## src/rtl/idli_fetch_m.sv

```systemverilog
// Instruction fetch stage: runs SQI read transactions (cmd, addr, dummy, data)
// and streams each 16b word to decode as four MSB-first nibbles with its PC.
module idli_fetch_m #(
  parameter logic [15:0] RESET_PC     = 16'h0000,
  parameter int          DUMMY_CYCLES = 2,
  parameter logic [7:0]  CMD_READ     = 8'h03
) (
  input  logic        i_fch_gck,
  input  logic        i_fch_rst,
  input  logic        i_fch_en,
  input  logic        i_fch_redirect,
  input  logic [15:0] i_fch_redirect_pc,
  output logic        o_sqi_cs_n,
  output logic        o_sqi_oe,
  output logic [3:0]  o_sqi_data,
  input  logic [3:0]  i_sqi_data,
  output logic [3:0]  o_fch_enc,
  output logic        o_fch_enc_vld,
  output logic [15:0] o_fch_pc,
  output logic [1:0]  o_fch_nib
);

  typedef enum logic [2:0] {
    ST_IDLE, ST_CMD, ST_ADDR, ST_DUMMY, ST_DATA, ST_END
  } state_t;

  localparam logic [2:0] DUMMY_LAST = 3'(DUMMY_CYCLES - 1);

  state_t      state_q, state_d;
  logic [2:0]  cnt_q, cnt_d;
  logic [15:0] pc_q, pc_d;
  logic        cs_n_q, cs_n_d;
  logic        oe_q, oe_d;
  logic [3:0]  sqi_data_q, sqi_data_d;
  logic [3:0]  enc_q, enc_d;
  logic        enc_vld_q, enc_vld_d;
  logic [15:0] fch_pc_q, fch_pc_d;
  logic [1:0]  nib_q, nib_d;
  logic        go_cmd;
  logic [23:0] addr_byte;

  assign addr_byte = {7'b0, pc_q, 1'b0};

  function automatic logic [3:0] addr_nib(input logic [23:0] a, input logic [2:0] idx);
    case (idx)
      3'd0:    addr_nib = a[23:20];
      3'd1:    addr_nib = a[19:16];
      3'd2:    addr_nib = a[15:12];
      3'd3:    addr_nib = a[11:8];
      3'd4:    addr_nib = a[7:4];
      3'd5:    addr_nib = a[3:0];
      default: addr_nib = 4'h0;
    endcase
  endfunction

  always_comb begin
    state_d    = state_q;
    cnt_d      = cnt_q;
    pc_d       = pc_q;
    cs_n_d     = cs_n_q;
    oe_d       = oe_q;
    sqi_data_d = sqi_data_q;
    enc_d      = enc_q;
    enc_vld_d  = 1'b0;
    fch_pc_d   = fch_pc_q;
    nib_d      = nib_q;
    go_cmd     = 1'b0;

    case (state_q)
      ST_IDLE: go_cmd = i_fch_en;
      ST_CMD: begin
        if (cnt_q == 3'd0) begin
          sqi_data_d = CMD_READ[3:0];
          cnt_d      = 3'd1;
        end else begin
          state_d    = ST_ADDR;
          cnt_d      = 3'd0;
          sqi_data_d = addr_nib(addr_byte, 3'd0);
        end
      end
      ST_ADDR: begin
        if (cnt_q == 3'd5) begin
          state_d    = ST_DUMMY;
          cnt_d      = 3'd0;
          oe_d       = 1'b0;
          sqi_data_d = 4'h0;
        end else begin
          cnt_d      = cnt_q + 3'd1;
          sqi_data_d = addr_nib(addr_byte, cnt_q + 3'd1);
        end
      end
      ST_DUMMY: begin
        if (cnt_q == DUMMY_LAST) begin
          state_d = ST_DATA;
          cnt_d   = 3'd0;
        end else begin
          cnt_d = cnt_q + 3'd1;
        end
      end
      ST_DATA: begin
        enc_d     = i_sqi_data;
        enc_vld_d = 1'b1;
        fch_pc_d  = pc_q;
        nib_d     = cnt_q[1:0];
        // The memory's sequential address does not wrap at 16b, so a new
        // transaction is forced when the PC rolls over.
        if (cnt_q == 3'd3) begin
          pc_d  = pc_q + 16'd1;
          cnt_d = 3'd0;
          if (!i_fch_en || pc_q == 16'hFFFF) begin
            state_d = ST_END;
            cs_n_d  = 1'b1;
          end
        end else begin
          cnt_d = cnt_q + 3'd1;
        end
      end
      ST_END: begin
        go_cmd  = i_fch_en;
        state_d = ST_IDLE;
      end
      default: state_d = ST_IDLE;
    endcase

    if (i_fch_redirect) begin
      pc_d       = i_fch_redirect_pc;
      enc_vld_d  = 1'b0;
      cnt_d      = 3'd0;
      oe_d       = 1'b0;
      sqi_data_d = 4'h0;
      cs_n_d     = 1'b1;
      state_d    = ST_END;
      go_cmd     = (state_q == ST_IDLE) && i_fch_en;
    end

    if (go_cmd) begin
      state_d    = ST_CMD;
      cnt_d      = 3'd0;
      cs_n_d     = 1'b0;
      oe_d       = 1'b1;
      sqi_data_d = CMD_READ[7:4];
    end
  end

  always_ff @(posedge i_fch_gck) begin
    if (i_fch_rst) begin
      state_q    <= ST_IDLE;
      cnt_q      <= 3'd0;
      pc_q       <= RESET_PC;
      cs_n_q     <= 1'b1;
      oe_q       <= 1'b0;
      sqi_data_q <= 4'h0;
      enc_q      <= 4'h0;
      enc_vld_q  <= 1'b0;
      fch_pc_q   <= RESET_PC;
      nib_q      <= 2'd0;
    end else begin
      state_q    <= state_d;
      cnt_q      <= cnt_d;
      pc_q       <= pc_d;
      cs_n_q     <= cs_n_d;
      oe_q       <= oe_d;
      sqi_data_q <= sqi_data_d;
      enc_q      <= enc_d;
      enc_vld_q  <= enc_vld_d;
      fch_pc_q   <= fch_pc_d;
      nib_q      <= nib_d;
    end
  end

  assign o_sqi_cs_n    = cs_n_q;
  assign o_sqi_oe      = oe_q;
  assign o_sqi_data    = sqi_data_q;
  assign o_fch_enc     = enc_q;
  assign o_fch_enc_vld = enc_vld_q;
  assign o_fch_pc      = fch_pc_q;
  assign o_fch_nib     = nib_q;

endmodule

```

## config.mk

```make
export PLATFORM = sky130hd
export DESIGN_NAME = idli_fetch_m
export DESIGN_NICKNAME = d
export VERILOG_FILES = /design/src/rtl/idli_fetch_m.sv
export SDC_FILE = /design/constraint.sdc
export NUM_CORES = 1
export LEC_CHECK = 0
export BUFFER_PORTS_ARGS = -buffer_cell sky130_fd_sc_hd__buf_2
export CORE_MARGIN = 2
export CORE_UTILIZATION = 55
export DETAILED_ROUTE_END_ITERATION = 6
export PLACE_DENSITY = 0.83
export SLEW_MARGIN = 20
export SYNTH_ARGS = -nofsm -noshare
export SYNTH_HDL_FRONTEND = slang
export SYNTH_SLANG_ARGS = --single-unit
```

## constraint.sdc

```tcl
create_clock -name i_fch_gck -period 2.9 [get_ports i_fch_gck]
set_input_delay 0.435 -clock i_fch_gck [delete_from_list [all_inputs] [get_ports i_fch_gck]]
set_output_delay 0.435 -clock i_fch_gck [all_outputs]
set_load 0.05 [all_outputs]
```

==> results of run 1 <==
synthesized netlist by cell type (all sizes together) (3+ instances only):
master / instances
dfxtp: 51
nor2: 26
nand2: 59
a22oi: 7
nor4: 7
ha: 8
inv: 10
a21oi: 34
a211oi: 13
nand3: 8
xor2: 6
and3: 3
nor3: 8
nand4: 7
clkbuf: 26
nor2b: 3
nand2b: 5
xnor2: 8
buf: 5
a221oi: 3
power by group:
| group | switching (mW) | total [mW] | leakage (nW) | internal [mW] |
|---|---|---|---|---|
| Clock | 0.231 | 0.400 | 0.0412 | 0.169 |
| Sequential | 0.0421 | 0.775 | 0.417 | 0.733 |
| Combinational | 0.153 | 0.234 | 0.686 | 0.0813 |
flip-flops by register name (all words and copies together) (netlist names):
signal / count
cnt_q: 3
o_fch_enc: 4
o_fch_enc_vld: 1
o_fch_nib: 2
o_fch_pc: 16
o_sqi_cs_n: 1
o_sqi_data: 4
o_sqi_oe: 1
pc_q: 16
state_q: 3
final cells by class:
type	count	area share, %
clock buffers	6	2.43
multi-input cells	243	49.6
flip-flops and latches	51	34.2
clock inverters	2	0.419
well taps	54	2.26
inverters	11	1.38
repair buffers	56	9.72
worst max-delay path, cell delays in order, from the launching register on:
cell,delay (ns)
dfxtp_1,0.47
ha_1,0.22
ha_1,0.25
nand4bb_4,0.23
or4_4,0.55
or4_1,0.51
a311oi_1,0.27
metal layers:
| layer | track usage [%] | vias to the layer above | part of all wire [%] |
|---|---|---|---|
| met5 | 0 | - | 0 |
| met4 | 7.27 | 0 | 1.5 |
| met3 | 4.53 | 9 | 3.8 |
| met2 | 37.3 | 59 | 47 |
| met1 | 32.3 | 1134 | 48 |
| li1 | - | 1248 | - |
cell families (layout without fill, tap and decap cells):
logic type	count (synthesis)	after routing	synth area share [%]
AO/OA/AOI/OAI	79	79	19.7
buffers and inverters	42	75	6.12
adder cells (fa/ha/maj)	8	8	3.76
XOR/XNOR	14	14	4.61
AND/OR/NAND/NOR	139	139	26.2
multiplexers	3	3	1.18
flip-flops	51	51	38.4
final timing paths:
path	startpoint	end	depth (start not counted)	slack (ns)
hold reg to reg	o_fch_enc[0]	o_fch_enc[0]	2	0.45
hold / removal	i_sqi_data[3]	o_fch_enc[3]	3	0.35
setup / recovery	cnt_q[0]	pc_q[13]	6	0.31
setup reg to reg	cnt_q[0]	pc_q[13]	6	0.31
==> out/summary.md, run 1 <==
• **status** complete, no violations
• **port bufs** 52
• **clk sinks** 51
• **Slew @ Worst Pin** 0.902 ns
• **type of the most critical hold path** input pin to flop
• **maximum level of the CTS H-tree** 2
• **Async S/R FF share, synth** 0%
• **total power consumption of the routed design** 1.41 mW
• **Die Height** 73.5 µm
• **antenna violations before repair** 0
• **Max Cap Violations** 0
• **maximum clock insertion buffer count** 2
• **worst setup slack after placement** 0.336 ns
• **starting DRC count in detailed routing** 177
• **TritonCTS clock tree** yes
• **number of nets produced by synthesis** 368
• **number of distinct library cells after synthesis** 52
• **total count of max-transition violations in the final report** 0
• **Warnings, synthesis** 0
• **average size of a mapped cell** 7.91 µm²
• **commonest register cell after synthesis** dfxtp_1
• **leading cell type in the layout, fill and taps excluded** nand2_1
• **top-area cell type share of the netlist area** 38.4%
• **slack of the critical path** 0.312 ns
• **initial core utilization** 56.7%
• **row count** 25
• **peak ir drop on the vdd network** 0.200 mV
• **total vias in the final route** 2450
• **minimum period implied by the final worst setup slack** 2.59 ns
• **CTS clock-pin slew for the worst setup and hold paths** 0.09 ns
• **upper clock frequency limit** 386 MHz
• **gp weighted congestion** 0.868
• **relative slew slack** 39.8%
• **type of origin of the critical path** flop
• **top library cells by usage in the layout, fill and taps aside** nand2_1 (59), buf_2 (52), dfxtp_1 (51)
• **filler cell count** 423
• **endpoint type of the worst setup path** flop
• **Tot GR Track Use** 23.5%
• **Arr. time, crit path** 2.80 ns
• **die outline width** 73.5 µm
• **pwr dens** 472 mW/mm²
• **TritonCTS Buffers** 5
• **Pre-Repair DR Iteration Count** 4
• **Yosys top cell by area** dfxtp_1
• **Seq cells post-synth** 51
• **fraction of layout cells with a size suffix above 1** 19.2%
• **post-route non-filler standard cell count** 423
• **clock tree skew after final layout** 0.00574 ns
• **antenna diode count** 0
• **Setup TNS Final** 0 ns
• **data required time of the critical path** 3.12 ns
• **clock latency at the later pin of the worst-skew pair** 0.30 ns
• **post-placement cell count** 415
• **Post-CTS Hold Buffers** 0
• **unrepaired setup endpoints after global routing** false
• **static leakage** 1.14 nW
• **smallest hold slack** 0.355 ns
• **Layout Utilization** 63.6%
• **nets@finish** 400
• **sequential cell area** 0.00102 mm²
• **area used by multi-input combinational logic** 0.00148 mm²
• **clk root buf** clkbuf_8
• **final antenna-violating net count** 0
• **Final setup violation count** 0
• **wire length per cell** 14.4 µm
• **half-perimeter wire length after detailed placement** 4360 µm
• **IO Pins** 53
• **Final Hold Fails** 0
• **count of buffers added by post-CTS timing repair for setup** 0
• **part of the cycle the worst path needs** 89.2%
• **startpoint-to-endpoint class of the critical path** flop to flop
• **DRC violation count after routing** 0
• **post-cts repair resize count** 0
• **per-cell via count in the routed design** 5.79
• **Std-Cell Core Area** 0.00469 mm²
• **share of synthesized area occupied by flip-flops and latches** 38.4%
• **post-placement cell area** 0.00290 mm²
• **biggest fanout along the worst timing path** 12
• **final wirelength** 6090 µm
• **pin count of the biggest net entering global routing** 37
• **count of flip-flops with a built-in enable after synthesis** 0
• **die footprint** 0.00541 mm²
• **Remaining Overflow, GRT** 0
• **Cell Area, Synth** 0.00266 mm²
• **synthesized netlist cell count** 336
• **number of global-route vias before repair** 2112
• **top area cells in the synthesized netlist** dfxtp_1 (38%), nand2_1 (8.3%), a21oi_1 (6.4%), ha_1 (3.8%), a211oi_1 (3.7%)
• **global-route wire length before repair** 9980 µm
• **Post-Layout Inst Area** 0.00299 mm²
• **Area growth syn-to-layout** 12.3%
Power figures use the tool's default switching activity.
==> run 2: changes to the inputs <==
--- a/config.mk
+++ b/config.mk
@@ -9,6 +9,7 @@
 export CORE_MARGIN = 2
 export CORE_UTILIZATION = 55
 export DETAILED_ROUTE_END_ITERATION = 6
+export MAX_ROUTING_LAYER = met4
 export PLACE_DENSITY = 0.83
 export SLEW_MARGIN = 20
 export SYNTH_ARGS = -nofsm -noshare
==> run 2 against run 1 <==
Sequential power is essentially flat. Critical path depth is the same. Largest power group unchanged. Via count grew 0.53%. Global-route usage grew 0.68 points. Register-to-register slack is essentially flat. Power shrank 0.10%. Critical endpoint unchanged.
==> out/summary.md, run 2 (synthesis results as in run 1) <==
• **Final setup violation count** 0
• **unrepaired setup endpoints after global routing** false
• **maximum level of the CTS H-tree** 2
• **final antenna-violating net count** 0
• **total count of max-transition violations in the final report** 0
• **delay contributed by the slowest stage of the critical path** 0.55 ns
• **top cell family by delay on the critical path** simple AND/OR/NAND/NOR gates
• **relative slew slack** 39.8%
• **row count** 25
• **area used by multi-input combinational logic** 0.00148 mm²
• **clock latency at the later pin of the worst-skew pair** 0.30 ns
• **count of buffers added by post-CTS timing repair for setup** 0
• **Max Cap Violations** 0
• **IO Pins** 53
• **port bufs** 52
• **wire length per cell** 14.5 µm
• **Post-CTS Hold Buffers** 0
• **TritonCTS clock tree** yes
• **CTS clock-pin slew for the worst setup and hold paths** 0.09 ns
• **half-perimeter wire length after detailed placement** 4360 µm
• **final wirelength** 6120 µm
• **type of origin of the critical path** flop
• **per-cell via count in the routed design** 5.82
• **post-placement cell area** 0.00290 mm²
• **Setup TNS Final** 0 ns
• **startpoint-to-endpoint class of the critical path** flop to flop
• **Remaining Overflow, GRT** 0
• **count of buffer and inverter cells on the critical path** 0
• **biggest fanout along the worst timing path** 12
• **TritonCTS Buffers** 5
• **fraction of layout cells with a size suffix above 1** 19.2%
• **pwr dens** 471 mW/mm²
• **Final Hold Fails** 0
• **Die Height** 73.5 µm
• **starting DRC count in detailed routing** 175
• **Layout Utilization** 63.6%
• **Slowest-stage cell, CP** or4_4
• **type of the most critical hold path** input pin to flop
• **data required time of the critical path** 3.11 ns
• **part of the cycle the worst path needs** 89.4%
• **post-route non-filler standard cell count** 423
• **peak ir drop on the vdd network** 0.200 mV
• **Area growth syn-to-layout** 12.3%
• **Slew @ Worst Pin** 0.902 ns
• **status** complete, no violations
• **upper clock frequency limit** 386 MHz
• **crit path cell chain** ha_1 -> ha_1 -> nand4bb_4 -> or4_4 -> or4_1 -> a311oi_1
• **endpoint type of the worst setup path** flop
• **die outline width** 73.5 µm
• **post-placement cell count** 415
• **nets@finish** 400
• **Arr. time, crit path** 2.81 ns
• **antenna diode count** 0
• **sequential cell area** 0.00102 mm²
• **filler cell count** 423
• **die footprint** 0.00541 mm²
• **leading cell type in the layout, fill and taps excluded** nand2_1
• **Pre-Repair DR Iteration Count** 4
• **maximum clock insertion buffer count** 2
• **DRC violation count after routing** 0
• **Post-Layout Inst Area** 0.00299 mm²
• **antenna violations before repair** 0
• **initial core utilization** 56.7%
• **total vias in the final route** 2463
• **post-cts repair resize count** 0
• **gp weighted congestion** 0.882
• **clk sinks** 51
• **clock tree skew after final layout** 0.00444 ns
• **pin count of the biggest net entering global routing** 37
• **top library cells by usage in the layout, fill and taps aside** nand2_1 (59), buf_2 (52), dfxtp_1 (51)
• **Std-Cell Core Area** 0.00469 mm²
• **minimum period implied by the final worst setup slack** 2.59 ns
• **clk root buf** clkbuf_8
• **total power consumption of the routed design** 1.41 mW
• **Tot GR Track Use** 24.2%
• **dominant cell type by count on the critical path** ha_1
• **global-route wire length before repair** 9990 µm
• **number of global-route vias before repair** 2104
• **static leakage** 1.14 nW
-- run 2: cell counts in the layout (fill, tap and decap cells not counted) --
Identical to the previous run, type by type.
-- run 2: tightest hold or removal path, delay by kind of cell --
family	cells	cell delay [ns]
buffers and inverters	1	0.09
AO/OA/AOI/OAI	1	0.05
AND/OR/NAND/NOR	1	0.04
-- run 2: final timing paths --
kind | startpoint | end | slack [ns] | depth (start not counted)
worst max register to register | cnt_q[0] | pc_q[13] | 0.31 | 6
worst min-delay path | i_sqi_data[3] | o_fch_enc[3] | 0.35 | 3
worst min register to register | o_fch_pc[7] | o_fch_pc[7] | 0.45 | 2
worst max-delay path | cnt_q[0] | pc_q[13] | 0.31 | 6
-- run 2: power by group --
part | internal, mW | total (mW) | switching [mW]
clock network | 0.169 | 0.398 | 0.229
registers | 0.733 | 0.775 | 0.0422
logic | 0.0813 | 0.234 | 0.153
total | 0.983 | 1.41 | 0.424
-- run 2: metal layers --
| layer | GRT usage (%) | share of wire, % | vias up |
|---|---|---|---|
| met2 | 37.3 | 48 | 67 |
| li1 | - | - | 1250 |
| met5 | - | 0 | - |
| met1 | 32.3 | 46 | 1138 |
| met4 | 7.27 | 1.3 | 0 |
| met3 | 4.53 | 4.7 | 8 |
-- run 2: area by class of cell --
| type | count | area share, % |
|---|---|---|
| clock buffer | 6 | 2.43 |
| clock inverter | 2 | 0.419 |
| inverter | 11 | 1.38 |
| multi-input combinational | 243 | 49.6 |
| sequential | 51 | 34.2 |
| tap | 54 | 2.26 |
| timing repair buffer | 56 | 9.72 |
-- run 2: per-stage QoR --
stage | hold WS (ns) | worst slack, ns
2_1_floorplan | 0.470 | 0.665
3_3_place_gp | 0.439 | 0.465
3_5_place_dp | 0.443 | 0.336
4_1_cts | 0.351 | 0.311
5_1_grt | 0.356 | 0.220
6_report | 0.354 | 0.308
